$ cat src/rtl/avaliador_polinomio.sv
// avaliador_polinomio
// Evaluates P(X) = sum COEF[i]*X^i, i=0..GRAU, with Horner's method: one
// multiply-add per clock. A small three-state FSM (IDLE, CALC, DONE) drives
// the datapath. The result and the overflow flag are held until the next
// accepted start.
module avaliador_polinomio #(
   parameter int W    = 16,
   parameter int GRAU = 2
) (
   input  logic                  ck,
   input  logic                  rst,
   input  logic                  inicio,
   input  logic                  pronto,
   input  logic [W-1:0]          X,
   input  logic [(GRAU+1)*W-1:0] COEF,
   output logic [W-1:0]          Resultado,
   output logic                  LED,
   output logic                  ocupado,
   output logic                  estouro
);

   // cnt counts down from GRAU to 1, so it must be able to hold GRAU itself.
   localparam int CW = (GRAU > 1) ? $clog2(GRAU + 1) : 1;

   typedef enum logic [1:0] {
      IDLE = 2'd0,
      CALC = 2'd1,
      DONE = 2'd2
   } estado_t;

   estado_t        estado;
   estado_t        proximo;

   logic [W-1:0]   acc;
   logic [CW-1:0]  cnt;
   logic [W-1:0]   xreg;
   logic [W-1:0]   coefreg [0:GRAU];

   logic [CW-1:0]  indice;
   logic [W-1:0]   coefatual;
   logic [2*W-1:0] prod;
   logic [2*W:0]   soma;
   logic           passoestouro;
   logic           ultimopasso;

   // Horner step datapath. The product is formed at full 2W width and the sum
   // at 2W+1 width, so that any carry into the upper bits can be flagged
   // before the result is truncated back to W bits.
   always_comb begin
      indice       = cnt - CW'(1);
      coefatual    = coefreg[indice];
      prod         = (2*W)'(acc) * (2*W)'(xreg);
      soma         = {1'b0, prod} + (2*W+1)'(coefatual);
      passoestouro = (|prod[2*W-1:W]) | (|soma[2*W:W]);
      ultimopasso  = (cnt == CW'(1));
   end

   // State register. Reset is synchronous and has priority over every other input.
   always_ff @(posedge ck) begin
      if (rst) begin
         estado <= IDLE;
      end else begin
         estado <= proximo;
      end
   end

   // Next-state logic. inicio only matters in IDLE and pronto only in DONE,
   // so a held inicio cannot retrigger a run and an early pronto cannot skip DONE.
   always_comb begin
      proximo = estado;
      case (estado)
         IDLE: begin
            if (inicio) begin
               proximo = CALC;
            end
         end
         CALC: begin
            if (ultimopasso) begin
               proximo = DONE;
            end
         end
         DONE: begin
            if (pronto) begin
               proximo = IDLE;
            end
         end
         default: begin
            proximo = IDLE;
         end
      endcase
   end

   // Datapath registers. Operands are captured when a start is accepted, so
   // later changes on X/COEF do not disturb a running evaluation. Resultado is
   // only written on the final step, so an aborted run never exposes a partial value.
   always_ff @(posedge ck) begin
      if (rst) begin
         acc       <= '0;
         cnt       <= '0;
         xreg      <= '0;
         Resultado <= '0;
         estouro   <= 1'b0;
         for (int i = 0; i <= GRAU; i++) begin
            coefreg[i] <= '0;
         end
      end else begin
         case (estado)
            IDLE: begin
               if (inicio) begin
                  xreg    <= X;
                  acc     <= COEF[GRAU*W +: W];
                  cnt     <= CW'(GRAU);
                  estouro <= 1'b0;
                  for (int i = 0; i <= GRAU; i++) begin
                     coefreg[i] <= COEF[i*W +: W];
                  end
               end
            end
            CALC: begin
               acc <= soma[W-1:0];
               cnt <= cnt - CW'(1);
               if (passoestouro) begin
                  estouro <= 1'b1;
               end
               if (ultimopasso) begin
                  Resultado <= soma[W-1:0];
               end
            end
            default: begin
            end
         endcase
      end
   end

   // Status outputs decoded straight from the state register.
   always_comb begin
      ocupado = (estado == CALC);
      LED     = (estado == DONE);
   end

endmodule

$ cat config.mk
export PLATFORM = sky130hd
export DESIGN_NAME = avaliador_polinomio
export DESIGN_NICKNAME = d
export VERILOG_FILES = /design/src/rtl/avaliador_polinomio.sv
export SDC_FILE = /design/constraint.sdc
export NUM_CORES = 1
export LEC_CHECK = 0
export ABC_AREA = 1
export BUFFER_PORTS_ARGS = -buffer_cell sky130_fd_sc_hd__buf_2
export CAP_MARGIN = 30
export CORE_MARGIN = 2
export CORE_UTILIZATION = 55
export CTS_CLUSTER_SIZE = 30
export DETAILED_ROUTE_END_ITERATION = 8
export PLACE_DENSITY = 0.74
export SYNTH_ARGS = -nofsm -noshare
export SYNTH_HDL_FRONTEND = slang
export SYNTH_SLANG_ARGS = --single-unit
$ cat constraint.sdc
create_clock -name ck -period 9.2 [get_ports ck]
set_input_delay 2.3 -clock ck [delete_from_list [all_inputs] [get_ports ck]]
set_output_delay 2.3 -clock ck [all_outputs]
set_load 0.02 [all_outputs]
# == After elaboration in Yosys (flattened, before gate mapping) ==
# Memory sizes are Yosys's and may differ from the RTL's.
# Index checks and enable logic that the tools add are counted.
# Widths: inputs -> output; s select.
# word_totals
reg_bits,53
ramBits,48
inputBits,68
output_inout_bits,19
elab_cells,50
n_memories,1
# classes
n_addsub,2
n_mul,1
n_eq_ne,7
muxes,20
n_bitwise,4
reduce_logical,9
# mem_list
memory,depth,word_bits,rd,rd_clocked_by_memory_dff,wr,line_no,source
coefreg,3,16,1,0,3,37,logic [W-1:0] coefreg [0:GRAU];
# ops
operator,n
$mux 16,4
$add 32x16->33,1
$mul 16x16->32,1
$pmux 16 s2,1
$reduce_or 17->1,1
$reduce_or 16->1,1
$mux 1,8
$mux 2,4
$pmux 2 s3,1
$reduce_and 2->1,3
$reduce_and 3->1,2
$eq 2x1->1 const B,2
$ne 2x1->1 const B,2
$ne 2x2->1 const B,2
$or 1x1->1,4
$pmux 2 s2,1
$eq 2x2->1 const B,1
$logic_not 2->1,1
$pmux 1 s2,1
$reduce_bool 2->1,1
$sub 2x1->2 const B,1

# == Depth between registers and ports, before layout ==
# An unclocked memory read counts as a cell.
# logic_depth
ltp_word,7
mapped_depth,39
ltp_nobuf,37

# == Least setup slack after synthesis ==
# No wires, ideal clock.
# synth_timing
path_kind,register to register
startpoint,register xreg[1]
endpoint,register estouro
setup_time_ns,0.112
t_arrival_ns,6.439
required_time_ns,9.088
path_slack_ns,2.649
path_stages_with_launch,35
n_path_buf,2
synth_period_minus_slack_ns,6.551
path_cell_list,dfxtp_1 > clkbuf_1 > clkbuf_1 > nand2_1 > fa_1 > fa_1 > fa_1 > fa_1 > inv_1 > fa_1 > inv_1 > fa_1 > inv_1 > ha_1 > nand2_2 > inv_1 > nand2_1 > nand2_1 > inv_2 > nand3_1 > xor2_1 > ha_1 > nand2_1 > nor4_1 > nand2_1 > nand2_1 > nand3_1 > nand2_2 > nand3_1 > nor2_1 > nand3_1 > nand2_1 > nand4_1 > nand2_1 > nand2_1
# synth_via
elab_chain_cells,6
word_cells_on_any_way,7
classes_between,1 x add/sub; 1 x mul; 1 x eq/ne; 1 x bitwise; 3 x reduce/logical
# synth_lines
item,line_no,source
"start, declared",36,logic [W-1:0] xreg;
"start signal, assigned",100,xreg <= '0;
"start signal, assigned",110,xreg <= X;
$mul 16x16->32 *,52,prod = (2*W)'(acc) * (2*W)'(xreg);
$add 32x16->33,53,"soma = {1'b0, prod} + (2*W+1)'(coefatual);"
$reduce_or 17->1,54,passoestouro = (|prod[2*W-1:W]) | (|soma[2*W:W]);
$or 1x1->1 *,54,
$ne 2x1->1 (no source line) *,--,
$reduce_and 3->1 (no source line) *,--,
"end signal, assigned",102,estouro <= 1'b0;
"end signal, assigned",113,estouro <= 1'b0;
"end signal, assigned",123,estouro <= 1'b1;
"end, declared",19,output logic estouro
# Every way passes the cells marked *; elsewhere a longest branch is shown, timed or not.
# A chain may end at the register's enable or synchronous reset.

# == Worst setup path after layout ==
# layout_timing
startpoint,register acc[10]
endpoint,register estouro
# layout_via
elab_chain_cells,6
word_cells_on_any_way,7
classes_between,1 x add/sub; 1 x mul; 1 x eq/ne; 1 x bitwise; 3 x reduce/logical
# layout_lines
item,line_no,source
"start, declared",34,logic [W-1:0] acc;
"start signal, assigned",111,acc <= COEF[GRAU*W +: W];
"start signal, assigned",120,acc <= soma[W-1:0];
$mul 16x16->32 *,52,
$add 32x16->33,53,
$reduce_or 17->1,54,
$or 1x1->1 *,54,
$ne 2x1->1 (no source line) *,--,
$reduce_and 3->1 (no source line) *,--,
# Marks and branches as above.

==> flow_metrics.py <==
metrics = {
    "timing": {
        "finalCritPeriodShare_pct": 79.7,
        "min_period_ns": 7.33,
        "setup_viol": 0,
        "fin_setup_tns_ns": 0,
        "fin_ws_ns": 1.87,
        "fmax_mhz": 136,
        "tightestPinTransition_ns": 0.961,
        "finalHoldViolCount": 0,
        "skew_ns": 0.0131,
        "slew_violations": 0,
        "slew_headroom_pct": 35.9,
        "holdWs_ns": 0.464,
        "rsz0062_at_grt": "no",
    },
    "pwr": {
        "max-vdd-ir-drop_uv": 158,
        "p_int_mw": 1.24,
        "cellPowerDensity_mw_per_mm2": 164,
        "seqPwrFrac_pct": 26.5,
        "p_total_mw": 2.55,
        "power.leakage_nw": 8.71,
        "netSwitchingFraction_pct": 51.3,
        "pwr-share-clk_pct": 16.8,
        "p_switching_mw": 1.31,
        "comb_power_share_pct": 56.7,
    },
    "clocking": {
        "insertion_delay_ns": 0.37,
        "cts_tree": "yes",
        "cts.path.max_buffers": 2,
        "cts.sinks": 101,
        "root_buffer": "clkbuf_16",
        "numCtsBuffers": 9,
        "cts_resized": 0,
        "h-tree-depth": 3,
        "postCtsHoldBufs": 0,
        "clk_pin_slew_worst_paths_ns": 0.09,
        "cts_setup_buffers": 0,
    },
    "final_layout": {
        "final_nets": 2424,
        "instances_no_fill": 2380,
        "diodes": 0,
        "syn2layout_area_growth_pct": 6.17,
        "finalInstanceArea_mm2": 0.0155,
        "final_util_pct": 59.6,
        "drive_gt1_share_pct": 7.87,
    },
    "grt": {
        "grt_pass1_vias": 13200,
        "grt_overflow": 0,
        "grt_max_degree": 49,
        "grt_pass1_wl_um": 65000,
        "grt_usage_pct": 28.8,
        "antenna_found_initial": 0,
    },
    "critical_path": {
        "crit_top_cell": "nand2_1",
        "crit_type": "reg -> reg",
        "cp_slowest_cell": "dfxtp_1",
        "arrival_ns": 7.59,
        "worst_setup_path_end_kind": "flop",
        "slowest_delay_ns": 0.86,
        "critPathRequiredTime_ns": 9.46,
        "cp-start-kind": "flop",
        "path_max_fanout": 17,
    },
    "yosys": {
        "synthTopCellsByArea": "fa_1 (27%), nand2_1 (15%), inv_1 (13%)",
        "synthArstFlopShare_pct": 0,
        "synth_cells": 2025,
        "netlist_top_cells_count": "nand2_1 (578), inv_1 (500), fa_1 (195)",
        "synth_edf_count": 48,
        "synth_top_area_share_pct": 26.7,
        "yosysWarnings": 0,
        "seq_area_frac_synth_pct": 17.1,
        "syn-cell-area_mm2": 0.0146,
        "syn_avg_cell_area_um2": 7.22,
        "synth_top_cell_by_area": "fa_1",
        "synthMostInstantiatedCell": "nand2_1",
        "yosysUniqueCellTypes": 36,
        "syn-num-nets": 2409,
        "synth-main-ff-cell": "dfxtp_1",
        "ys_ff_latch": 101,
    },
    "route": {
        "drc": 0,
        "postRouteAntennaNets": 0,
        "firstDrtPassIters": 7,
        "viasPerCell": 5.29,
        "vias": 12600,
        "wl_per_cell_um": 16.0,
        "totalWireLength_um": 38100,
        "drt-initial-drc-count": 1023,
    },
    "run_status": {
        "run_status": "complete, no violations",
    },
    "place": {
        "gp_congestion": 0.981,
        "portBuffers": 86,
        "post-dp-hpwl_um": 31000,
        "postPlaceCellArea_mm2": 0.0152,
        "dpl.cell_count": 2364,
        "pre_cts_ws_ns": 2.02,
    },
    "run": {
        "maxCapViolCount": 0,
    },
    "worst_hold_path": {
        "hp-class": "reg -> reg",
    },
    "die": {
        "ioPinCount": 87,
        "dieArea_mm2": 0.0279,
        "die_h_um": 167,
        "core-area_mm2": 0.0261,
        "initial_utilization_pct": 56.1,
        "die_w_um": 167,
        "row_count": 59,
    },
}
==> registers in the layout, indices dropped and copies added (netlist names) <==
register	flops
Resultado	16
acc	16
cnt	2
coefreg	48
estado	2
estouro	1
xreg	16
==> kinds of logic after synthesis <==
family,Yosys count,share of synthesized area (%)
AOI/OAI and AO/OA,146,5.37
xor gates and xnor gates,30,1.80
adders and majority gates,316,37.1
buffers and inverters,607,15.6
DFF,101,17.1
and+or+nand+nor,825,23.1
==> power by group through the flow <==
stage          Combinational [mW]  Sequential, mW  Clock [mW]
2_1_floorplan                1.12           0.555           0
3_3_place_gp                 1.38           0.673           0
3_5_place_dp                 1.41           0.679           0
4_1_cts                      1.43           0.669       0.435
5_1_grt                      1.63           0.682       0.450
6_report                     1.44           0.674       0.428
==> placed cells by master (no fill, tap or decap), types with 2 or more instances in the layout <==
cell type    n
a21o_1       2
a21oi_1     92
a221oi_1     2
a31oi_1     18
buf_2       86
buf_4        9
clkbuf_16    9
clkinv_1     3
clkinv_8     2
dfxtp_1     53
edfxtp_1    48
fa_1       195
ha_1       121
inv_1      499
inv_12       2
inv_2       14
inv_8        3
nand2_1    578
nand2_2     16
nand3_1     67
nand3_2      3
nand3b_1     2
nand4_1     20
nor2_1     113
nor2_2      13
nor2_4       4
nor3_1       4
nor4_1       2
o21ai_0     23
o21ai_1      2
o21bai_1     2
o221ai_1     2
xnor2_1     10
xor2_1      20
==> critical path: cells and delay by family (launching register included) <==
kind | cells | cell delay [ns]
compound gates | 3 | 0.54
xor+xnor | 2 | 0.39
fa+ha+maj | 8 | 3.79
buf+inv | 5 | 0.28
flops | 1 | 0.86
simple gates | 12 | 1.37
==> layout make-up <==
cell class	count	area, um^2
Clock inverter	7	98.8
Timing Repair Buffer	95	498
Fill cell	2385	10500
Inverter	516	1940
Clock buffer	9	225
Multi-Input combinational cell	1317	9840
Sequential cell	101	2500
Tap cell	335	419
==> worst paths after layout <==
check | from | to | slack, ns | cells after the start
min reg2reg | Resultado[0] | Resultado[0] | 0.46 | 2
max reg2reg | acc[10] | estouro | 1.87 | 30
max | acc[10] | estouro | 1.87 | 30
min | Resultado[0] | Resultado[0] | 0.46 | 2
==> routing by layer <==
metal / vias up / track usage (%) / share of wire, %
met1: 5920 / 38.9 / 42
li1: 5999 / - / -
met2: 595 / 49.1 / 47
met4: 0 / 7.42 / 2.4
met5: - / 0 / 0
met3: 81 / 3.85 / 8.6
(Power assumes the default switching activity.)
